--- src/rtl/vga_pkg.sv ---
// rtl/vga_pkg.sv - shared constants, types and helpers for the VGA bitmap overlay
package vga_pkg;

    // Active display area of the 640x480 mode
    localparam int H_ACT = 640;
    localparam int V_ACT = 480;

    // Configuration register addresses above the bitmap rows
    localparam logic [5:0] CFG_POS_X = 6'd32;
    localparam logic [5:0] CFG_POS_Y = 6'd33;
    localparam logic [5:0] CFG_SCALE = 6'd34;
    localparam logic [5:0] CFG_FG    = 6'd35;
    localparam logic [5:0] CFG_BG    = 6'd36;

    typedef enum logic [1:0] {
        SCALE_1X   = 2'd0,
        SCALE_2X   = 2'd1,
        SCALE_4X   = 2'd2,
        SCALE_RSVD = 2'd3
    } scale_e;

    typedef struct packed {
        logic [7:0] r;
        logic [7:0] g;
        logic [7:0] b;
    } rgb24_t;

    localparam rgb24_t FG_RESET = 24'hFF0000;
    localparam rgb24_t BG_RESET = 24'h000000;

    // Left-shift amount for a scale code; the reserved code falls back to 1x
    function automatic logic [1:0] scale_shift(input scale_e s);
        return (s == SCALE_RSVD) ? 2'd0 : 2'(s);
    endfunction

endpackage

--- src/rtl/vga_ovl_cfg.sv ---
// rtl/vga_ovl_cfg.sv - shadow/live geometry and colour registers with vsync-edge commit
module vga_ovl_cfg
    import vga_pkg::*;
#(
    parameter int COORD_W = 11
) (
    input  logic               clk,
    input  logic               rst_n,
    input  logic               in_vs,
    input  logic               cfg_we,
    input  logic [5:0]         cfg_addr,
    input  logic [23:0]        cfg_wdata,
    output logic [COORD_W-1:0] o_pos_x,
    output logic [COORD_W-1:0] o_pos_y,
    output scale_e             o_scale,
    output rgb24_t             o_fg,
    output rgb24_t             o_bg
);

    logic               r_vs_d;
    logic               w_commit;

    logic [COORD_W-1:0] r_sh_pos_x;
    logic [COORD_W-1:0] r_sh_pos_y;
    scale_e             r_sh_scale;
    rgb24_t             r_sh_fg;
    rgb24_t             r_sh_bg;

    logic [COORD_W-1:0] r_lv_pos_x;
    logic [COORD_W-1:0] r_lv_pos_y;
    scale_e             r_lv_scale;
    rgb24_t             r_lv_fg;
    rgb24_t             r_lv_bg;

    // Previous in_vs; idles high so reset never looks like a falling edge
    always_ff @(posedge clk) begin
        if (!rst_n) begin
            r_vs_d <= 1'b1;
        end else begin
            r_vs_d <= in_vs;
        end
    end

    assign w_commit = r_vs_d & ~in_vs;

    // Host writes land in the shadow copies only
    always_ff @(posedge clk) begin
        if (!rst_n) begin
            r_sh_pos_x <= '0;
            r_sh_pos_y <= '0;
            r_sh_scale <= SCALE_1X;
            r_sh_fg    <= FG_RESET;
            r_sh_bg    <= BG_RESET;
        end else if (cfg_we) begin
            case (cfg_addr)
                CFG_POS_X: r_sh_pos_x <= cfg_wdata[COORD_W-1:0];
                CFG_POS_Y: r_sh_pos_y <= cfg_wdata[COORD_W-1:0];
                CFG_SCALE: r_sh_scale <= scale_e'(cfg_wdata[1:0]);
                CFG_FG:    r_sh_fg    <= cfg_wdata;
                CFG_BG:    r_sh_bg    <= cfg_wdata;
                default:   ;
            endcase
        end
    end

    // Live copies follow the shadows once per frame, so geometry is frame-stable;
    // a write on the commit edge is not seen here until the next frame
    always_ff @(posedge clk) begin
        if (!rst_n) begin
            r_lv_pos_x <= '0;
            r_lv_pos_y <= '0;
            r_lv_scale <= SCALE_1X;
            r_lv_fg    <= FG_RESET;
            r_lv_bg    <= BG_RESET;
        end else if (w_commit) begin
            r_lv_pos_x <= r_sh_pos_x;
            r_lv_pos_y <= r_sh_pos_y;
            r_lv_scale <= r_sh_scale;
            r_lv_fg    <= r_sh_fg;
            r_lv_bg    <= r_sh_bg;
        end
    end

    assign o_pos_x = r_lv_pos_x;
    assign o_pos_y = r_lv_pos_y;
    assign o_scale = r_lv_scale;
    assign o_fg    = r_lv_fg;
    assign o_bg    = r_lv_bg;

endmodule

--- src/rtl/vga_bitmap_overlay.sv ---
// rtl/vga_bitmap_overlay.sv - 2-stage pixel pipeline drawing a scalable 1-bit bitmap; VGA_OVL_BORDER_EN adds a 1-pixel fg ring
module vga_bitmap_overlay
    import vga_pkg::*;
#(
    parameter int BMP_W   = 32,
    parameter int BMP_H   = 32,
    parameter int COORD_W = 11,
    parameter int COLOR_W = 8
) (
    input  logic               clk,
    input  logic               rst_n,
    input  logic               in_hs,
    input  logic               in_vs,
    input  logic               in_blank_n,
    input  logic [COORD_W-1:0] in_x,
    input  logic [COORD_W-1:0] in_y,
    input  logic               cfg_we,
    input  logic [5:0]         cfg_addr,
    input  logic [31:0]        cfg_wdata,
    output logic               vga_hs,
    output logic               vga_vs,
    output logic               vga_blank_n,
    output logic [COLOR_W-1:0] vga_r,
    output logic [COLOR_W-1:0] vga_g,
    output logic [COLOR_W-1:0] vga_b
);

    localparam int ROW_W = $clog2(BMP_H);
    localparam int COL_W = $clog2(BMP_W);
    localparam int EXT   = COORD_W + 2;

    // MSB-align an 8-bit channel onto the DAC width
    function automatic logic [COLOR_W-1:0] chan(input logic [7:0] c);
        logic [COLOR_W+7:0] t;
        t = {c, {COLOR_W{1'b0}}};
        return t[COLOR_W+7:8];
    endfunction

    logic [COORD_W-1:0] w_pos_x;
    logic [COORD_W-1:0] w_pos_y;
    scale_e             w_scale;
    rgb24_t             w_fg;
    rgb24_t             w_bg;

    vga_ovl_cfg #(
        .COORD_W (COORD_W)
    ) u_cfg (
        .clk       (clk),
        .rst_n     (rst_n),
        .in_vs     (in_vs),
        .cfg_we    (cfg_we),
        .cfg_addr  (cfg_addr),
        .cfg_wdata (cfg_wdata[23:0]),
        .o_pos_x   (w_pos_x),
        .o_pos_y   (w_pos_y),
        .o_scale   (w_scale),
        .o_fg      (w_fg),
        .o_bg      (w_bg)
    );

    logic [BMP_W-1:0] r_bmp [BMP_H];

    // Bitmap rows are written directly; a same-cycle read still sees the old row
    always_ff @(posedge clk) begin
        if (!rst_n) begin
            for (int i = 0; i < BMP_H; i++) begin
                r_bmp[i] <= '0;
            end
        end else if (cfg_we && (cfg_addr < 6'(BMP_H))) begin
            r_bmp[cfg_addr[ROW_W-1:0]] <= cfg_wdata[BMP_W-1:0];
        end
    end

    // Window extent; all sums carry two extra bits so a window at the screen edge cannot wrap
    logic [1:0]         w_shift;
    logic [EXT-1:0]     w_win_w;
    logic [EXT-1:0]     w_win_h;
    logic [EXT-1:0]     w_x_ext;
    logic [EXT-1:0]     w_y_ext;
    logic [EXT-1:0]     w_px_ext;
    logic [EXT-1:0]     w_py_ext;
    logic [COORD_W:0]   w_dx;
    logic [COORD_W:0]   w_dy;
    logic               w_inside;

    assign w_shift  = scale_shift(w_scale);
    assign w_win_w  = EXT'(BMP_W) << w_shift;
    assign w_win_h  = EXT'(BMP_H) << w_shift;
    assign w_x_ext  = EXT'(in_x);
    assign w_y_ext  = EXT'(in_y);
    assign w_px_ext = EXT'(w_pos_x);
    assign w_py_ext = EXT'(w_pos_y);
    assign w_dx     = {1'b0, in_x} - {1'b0, w_pos_x};
    assign w_dy     = {1'b0, in_y} - {1'b0, w_pos_y};
    assign w_inside = (w_x_ext >= w_px_ext) && (w_x_ext < w_px_ext + w_win_w) &&
                      (w_y_ext >= w_py_ext) && (w_y_ext < w_py_ext + w_win_h);

    logic               r1_hs;
    logic               r1_vs;
    logic               r1_blank_n;
    logic               r1_inside;
    logic [ROW_W-1:0]   r1_row;
    logic [COL_W-1:0]   r1_col;

`ifdef VGA_OVL_BORDER_EN
    logic               w_near;
    logic               r1_border;

    // Window grown by one pixel on every side; the ring is this minus the window
    assign w_near = (w_x_ext + EXT'(1) >= w_px_ext) && (w_x_ext < w_px_ext + w_win_w + EXT'(1)) &&
                    (w_y_ext + EXT'(1) >= w_py_ext) && (w_y_ext < w_py_ext + w_win_h + EXT'(1));

    // Stage 1 border flag, aligned with the other stage 1 fields
    always_ff @(posedge clk) begin
        if (!rst_n) begin
            r1_border <= 1'b0;
        end else begin
            r1_border <= w_near && !w_inside;
        end
    end
`endif

    // Stage 1: capture timing and resolve window hit plus bitmap coordinates
    always_ff @(posedge clk) begin
        if (!rst_n) begin
            r1_hs      <= 1'b1;
            r1_vs      <= 1'b1;
            r1_blank_n <= 1'b0;
            r1_inside  <= 1'b0;
            r1_row     <= '0;
            r1_col     <= '0;
        end else begin
            r1_hs      <= in_hs;
            r1_vs      <= in_vs;
            r1_blank_n <= in_blank_n;
            r1_inside  <= w_inside;
            r1_row     <= ROW_W'(w_dy >> w_shift);
            r1_col     <= COL_W'(w_dx >> w_shift);
        end
    end

    logic   w_bit;
    rgb24_t w_pix;

    assign w_bit = r_bmp[r1_row][COL_W'(BMP_W - 1) - r1_col];

    // Pixel colour selection: blank wins, then window fg/bg, then optional ring
    always_comb begin
        w_pix = '0;
        if (r1_blank_n) begin
            if (r1_inside) begin
                w_pix = w_bit ? w_fg : w_bg;
            end
`ifdef VGA_OVL_BORDER_EN
            else if (r1_border) begin
                w_pix = w_fg;
            end
`endif
        end
    end

    logic   r2_hs;
    logic   r2_vs;
    logic   r2_blank_n;
    rgb24_t r2_rgb;

    // Stage 2: output registers keep syncs, blank and colour aligned
    always_ff @(posedge clk) begin
        if (!rst_n) begin
            r2_hs      <= 1'b1;
            r2_vs      <= 1'b1;
            r2_blank_n <= 1'b0;
            r2_rgb     <= '0;
        end else begin
            r2_hs      <= r1_hs;
            r2_vs      <= r1_vs;
            r2_blank_n <= r1_blank_n;
            r2_rgb     <= w_pix;
        end
    end

    assign vga_hs      = r2_hs;
    assign vga_vs      = r2_vs;
    assign vga_blank_n = r2_blank_n;
    assign vga_r       = chan(r2_rgb.r);
    assign vga_g       = chan(r2_rgb.g);
    assign vga_b       = chan(r2_rgb.b);

endmodule
--- config.mk ---
export PLATFORM = sky130hd
export DESIGN_NAME = vga_bitmap_overlay
export DESIGN_NICKNAME = d
export VERILOG_FILES = /design/src/rtl/vga_pkg.sv /design/src/rtl/vga_ovl_cfg.sv /design/src/rtl/vga_bitmap_overlay.sv
export SDC_FILE = /design/constraint.sdc
export NUM_CORES = 2
export LEC_CHECK = 0
export ABC_AREA = 1
export BUFFER_PORTS_ARGS = -buffer_cell sky130_fd_sc_hd__buf_4
export CORE_MARGIN = 4
export CORE_UTILIZATION = 32
export DETAILED_ROUTE_END_ITERATION = 12
export PLACE_DENSITY = 0.55
export SKIP_LAST_GASP = 1
export SLEW_MARGIN = 20
export SYNTH_ARGS = -nofsm -noshare
export SYNTH_HDL_FRONTEND = slang
export SYNTH_SLANG_ARGS = --single-unit
--- constraint.sdc ---
create_clock -name clk -period 2.35 [get_ports clk]
set_input_delay 0.1175 -clock clk [delete_from_list [all_inputs] [get_ports clk]]
set_output_delay 0.1175 -clock clk [all_outputs]
set_load 0.03 [all_outputs]
### Word level (Yosys, flattened, before mapping)

Memory sizes are Yosys's and may differ from the RTL's. A register that Yosys moved wholly into a read port is not among the register bits.
Index checks and enable logic that the tools add are counted.

* add/subtract/negate cells: 5
* magnitude comparators: 6
* eq/ne operators: 6
* shifts and indexed selects: 3
* multiplexer cells: 12
* bitwise gates (word level): 2
* reduce and logical (&&, ||, !) cells: 11

Operator list (number)
* $mux 32: 1
* $reduce_or 32->1: 1
* $eq 6x6->1 const B: 5
* $add 11x13->13: 2
* $lt 11x13->1: 2
* $mux 24: 1
* $shr 12x2->5: 2
* $sub 11x11->12: 2
* $ge 11x11->1: 2
* $shl 6x2->13 const A: 1
* $mux 5: 2
* $reduce_and 2->1: 5
* $lt 5x6->1 const B: 1
* $lt 6x6->1 const B: 1
* $mux 1: 6
* $bmux 1 s5: 1
* $sub 5x5->5 const A: 1
* $logic_and 1x1->1: 4
* $reduce_and 3->1: 1
* $eq 2x2->1 const B: 1
* $mux 2: 1
* $and 1x1->1: 1
* $not 1->1: 1

* bits in registers: 180
* memory bits (writable): 1024
* input bits: 66
* word-level logic and storage cells: 75
* memories: 1

Memory list
* r_bmp: words 32, width 32, rd ports 1, clocked after memory_dff 1, wr ports 32, RTL line vga_bitmap_overlay.sv:61 `logic [BMP_W-1:0] r_bmp [BMP_H];`

### Depth between registers and ports, before layout

* depth in word-level cells: 8
* depth in mapped cells: 19
* gate-level depth less buffers: 16

### Hierarchy

Synthesis repeated with hierarchy kept, for this count alone.

* cell total of the unflattened synthesis: 5853
* area, all modules: 54797.6 µm²

By module, submodules not included
* vga_bitmap_overlay: instances 1, cells each 5104, area each 49313.5 µm², sequential area each 31570.3 µm²
* vga_ovl_cfg: instances 1, cells each 749, area each 5484.0 µm², sequential area each 2902.8 µm²

### Worst setup path after synthesis

Ideal clock, no wire load.

* path kind: register to register
* start point: register u_cfg.r_lv_scale[0] (netlist: u_cfg.o_scale[0])
* end point: register r1_inside
* setup time: 126 ps
* data arrival time: 2484 ps
* data required time: 2224 ps
* path slack: -259 ps
* cell stages (with the launch flop): 18
* buffers on the path: 1
* period minus slack after synthesis: 2609 ps
* cells stage by stage: dfxtp_1 -> inv_1 -> ha_1 -> clkbuf_1 -> nand2_1 -> inv_1 -> ha_1 -> inv_1 -> xor2_1 -> ha_1 -> inv_1 -> o31ai_1 -> a21oi_1 -> nand3b_1 -> a32oi_1 -> nor2_1 -> nand3_1 -> nor2_1

* cells in the longest elaborated chain, start to end: 8
* elaborated cells on any way between the ends: 10
* classes of those cells: 2 x add/sub; 2 x order compare; 1 x eq/ne; 1 x shift; 1 x mux; 3 x reduce/logical

RTL lines
* start: declaration: RTL line vga_ovl_cfg.sv:31 `scale_e r_lv_scale;`
* start signal: assignment: RTL line vga_ovl_cfg.sv:78 `r_lv_scale <= r_sh_scale;`
* $eq 2x2->1: RTL line vga_pkg.sv:33 `return (s == SCALE_RSVD) ? 2'd0 : 2'(s);`
* $mux 2 *: RTL line vga_pkg.sv:33
* $shl 6x2->13 *: RTL line vga_bitmap_overlay.sv:87, vga_bitmap_overlay.sv:88
* $add 11x13->13: RTL line vga_bitmap_overlay.sv:95 `assign w_inside = (w_x_ext >= w_px_ext) && (w_x_ext < w_px_ext + w_win_w) &&`
* $lt 11x13->1: RTL line vga_bitmap_overlay.sv:95
* $logic_and 1x1->1 (2 in a row): RTL line vga_bitmap_overlay.sv:95
* $logic_and 1x1->1 *: RTL line vga_bitmap_overlay.sv:96 `(w_y_ext >= w_py_ext) && (w_y_ext < w_py_ext + w_win_h);`
* end signal: assignment: RTL line vga_bitmap_overlay.sv:136 `r1_inside <= w_inside;`
* end: declaration: RTL line vga_bitmap_overlay.sv:101 `logic r1_inside;`

Every way passes the cells marked *; elsewhere a longest branch is shown, timed or not.
A chain may end at the register's enable or synchronous reset.

==> metrics.cfg <==
[run_status]
outcome=complete, but fails checks
violations=negative setup slack

[clocking]
numCtsBuffers=136
clk_pin_slew_ns=0.06
clk_path_buf_depth=3
cts_sinks=1209
h-tree-depth=4
cts_tree=built
insertion_delay_ns=0.78
root_buffer=clkbuf_16

[critical_path]
cp_data_arrival_time_ns=3.59
crit_path_end_kind=register
start_kind=register
slowest_delay_ns=0.50
critical_path_class=reg2reg
cpMaxStageDelayCell=dfxtp_4
path_max_fanout=24
crit_required_ns=3.06
crit_path_cell_trace=buf_4, buf_4, nand3_1, nand3_2, nand3_1, nand3_2, nand3_2, nand2_1, nand2_1, nand3_2, nand3_4, buf_12, buf_12, nand3_1, nand2_1, nor2_2
path_common_cell=nand3_2

[sta]
slew-limit-headroom_pct=34.54
fmax_mhz=347.0
setup_ws_ns=-0.5317
slew_viol_final=0
fin_setup_tns_ns=-11.51
rsz0062_at_grt=yes
tightestPinTransition_ns=0.9759
hold_violations=0
setup_viol=25
min_period_ns=2.882
period_share_pct=122.6
final.setup_skew_ns=0.02395

[final_layout]
num-nets-final=5967
final_util_pct=39.43
fin_area_um2=66090
drive_gt1_share_pct=16.07
area_delta_synth_final_pct=22.25

[logic_synthesis]
ys_seq_area_share_pct=63.73
ys_types=36
syn_nets=5743
async_flop_share_pct=0
yosysWarnings=0
syn_area_um2=54060
ys_ff_latch=1209
post_synth.cell_area_avg_um2=9.601
synth_cells=5631
ys.flop_type=edfxtp_1
synth-edff-count=1024

[floorplan]
pin_count=93
num_rows=150
dieArea_um2=175600
die_w_um=419.0
initial_core_util_pct=32.26
die_h_um=419.0
core_region_area_um2=167600

[drt]
drt_iter0_drc=4424
wl_um=183900
viasPerCell=5.182
first_pass_iters=5
vias=42320
wl_per_cell_um=22.52
ant_nets=0
route.detailed.drc=0

[hold_path]
hp-class=in2reg

[global_route]
track_usage_pct=20.55
grt_pass1_wl_um=270900
antenna_found_initial=1
grt_max_degree=184
first_global_vias=41260
gr-total-overflow=0

[power]
p_total_mw=55.21
vdd.ir_drop.worst_mv=0.8255
p_per_area_nw_per_um2=835.4
leakagePower_nw=25.78

[run]
cap_viol_max_count=0

[place]
port_buffers=92
gp_congestion=0.8916
dpl.hpwl_um=108300
placed_cell_area_um2=59280

## placed cells by master, fill, tap and decap left out, types with 31 or more instances in the layout
master / count
ha_1: 35
clkbuf_1: 31
buf_12: 84
buf_4: 374
o21ai_0: 148
edfxtp_1: 1024
clkbuf_16: 146
dfxtp_1: 179
nand3_2: 130
a21oi_1: 138
nor2_1: 1100
nand2_1: 1181
nand3_1: 911
clkinv_2: 31
dlygate4sd3_1: 53
inv_1: 107
clkinv_1: 40
## area by class of cell
class / instances / area, µm²
timing repair inverter: 3 / 28.78
timing repair buffer: 561 / 6063
fill: 16290 / 101500
clock buffer: 177 / 3702
sequential: 1209 / 34470
tap: 2204 / 2758
multi-input combinational: 3801 / 17940
antenna: 1 / 2.502
clock inverter: 67 / 543.0
inverter: 143 / 581.8
## worst max-delay path, delay by kind of cell (launching register included)
family        cells  cell delay, ns
simple gates     12            1.33
buf+inv           4            0.93
flops             1            0.50
## synth_stat cells, types with 39 or more instances
master / instances / area share [%]
buf_6: 39 / 0.81
edfxtp_1: 1024 / 57
nand3_1: 1060 / 9.8
o21ai_0: 150 / 1.4
clkbuf_1: 267 / 1.9
buf_2: 140 / 1.3
nand2_1: 1212 / 8.4
dfxtp_1: 185 / 6.9
a21oi_1: 143 / 1.3
nor2_1: 1102 / 7.7
ha_1: 44 / 1.0
inv_1: 114 / 0.79
## flip-flops by register name, summed over array words and instances (netlist names), 2 cells and up, named ones only
name	cells
u_cfg.r_sh_scale	2
vga_g	8
u_cfg.o_bg	24
u_cfg.r_sh_fg	24
r_bmp	1024
u_cfg.o_pos_y	11
u_cfg.r_sh_pos_x	11
r1_col	5
u_cfg.o_pos_x	11
vga_b	8
u_cfg.r_sh_pos_y	11
vga_r	8
u_cfg.o_scale	2
u_cfg.r_sh_bg	24
u_cfg.o_fg	24
## metal layers
| metal | vias up | global-route usage, % | wire length, µm | part of all wire (%) |
|---|---|---|---|---|
| met5 | - | 0 | 0 | 0 |
| met4 | 0 | 8.742 | 7961 | 4.3 |
| met3 | 333 | 3.444 | 13550 | 7.4 |
| met2 | 1683 | 32.69 | 84630 | 46 |
| met1 | 20840 | 27.75 | 77780 | 42 |
| li1 | 19460 | - | - | - |
## cell families (layout without fill, tap and decap cells)
logic type	after synthesis	count (layout)	synth area share (%)
and+or+nand+nor	3394	3394	26.10
DFF	1209	1209	63.73
buffers and inverters	621	951	5.318
AOI/OAI and AO/OA	338	338	3.391
adders and majority gates	46	46	1.092
xor gates and xnor gates	23	23	0.3726
other	0	1	0
## power breakdown
group,internal (mW),switching [mW]
registers,24.3,0.395
clock network,11.9,8.84
logic,3.57,6.26
total,39.7,15.5
## through the flow
stage | hold slack [ns] | cells | setup WS (ns)
floorplan | 0.2151 | 5631 | -0.07272
global placement | 0.3010 | 7829 | -0.7014
detailed placement | 0.3058 | 7829 | -0.6937
CTS | 0.008253 | 8158 | -0.4463
global route | 0.08746 | 8165 | -0.6270
finish | 0.06815 | 8166 | -0.5317
## what timing repair did
action | CTS | global route
cloned | 18 | 6
pin swaps | 8 | 44
resized for setup | 165 | 111
hold endpoints to repair | 394 | 0
endpoints found under the setup margin | 25 | 28
buffers inserted | 14 | 3
hold buffers | 53 | 0
## path summary, 6_finish.rpt
kind                  from        end  slack, ns  cells after the start
hold reg to reg      r1_hs     vga_hs       0.41                      1
setup reg to reg  register   vga_g[2]      -0.53                     16
hold / removal     in_x[6]  r1_col[3]       0.07                      6
setup / recovery  register   vga_g[2]      -0.53                     16
Power figures use the tool's default switching activity.
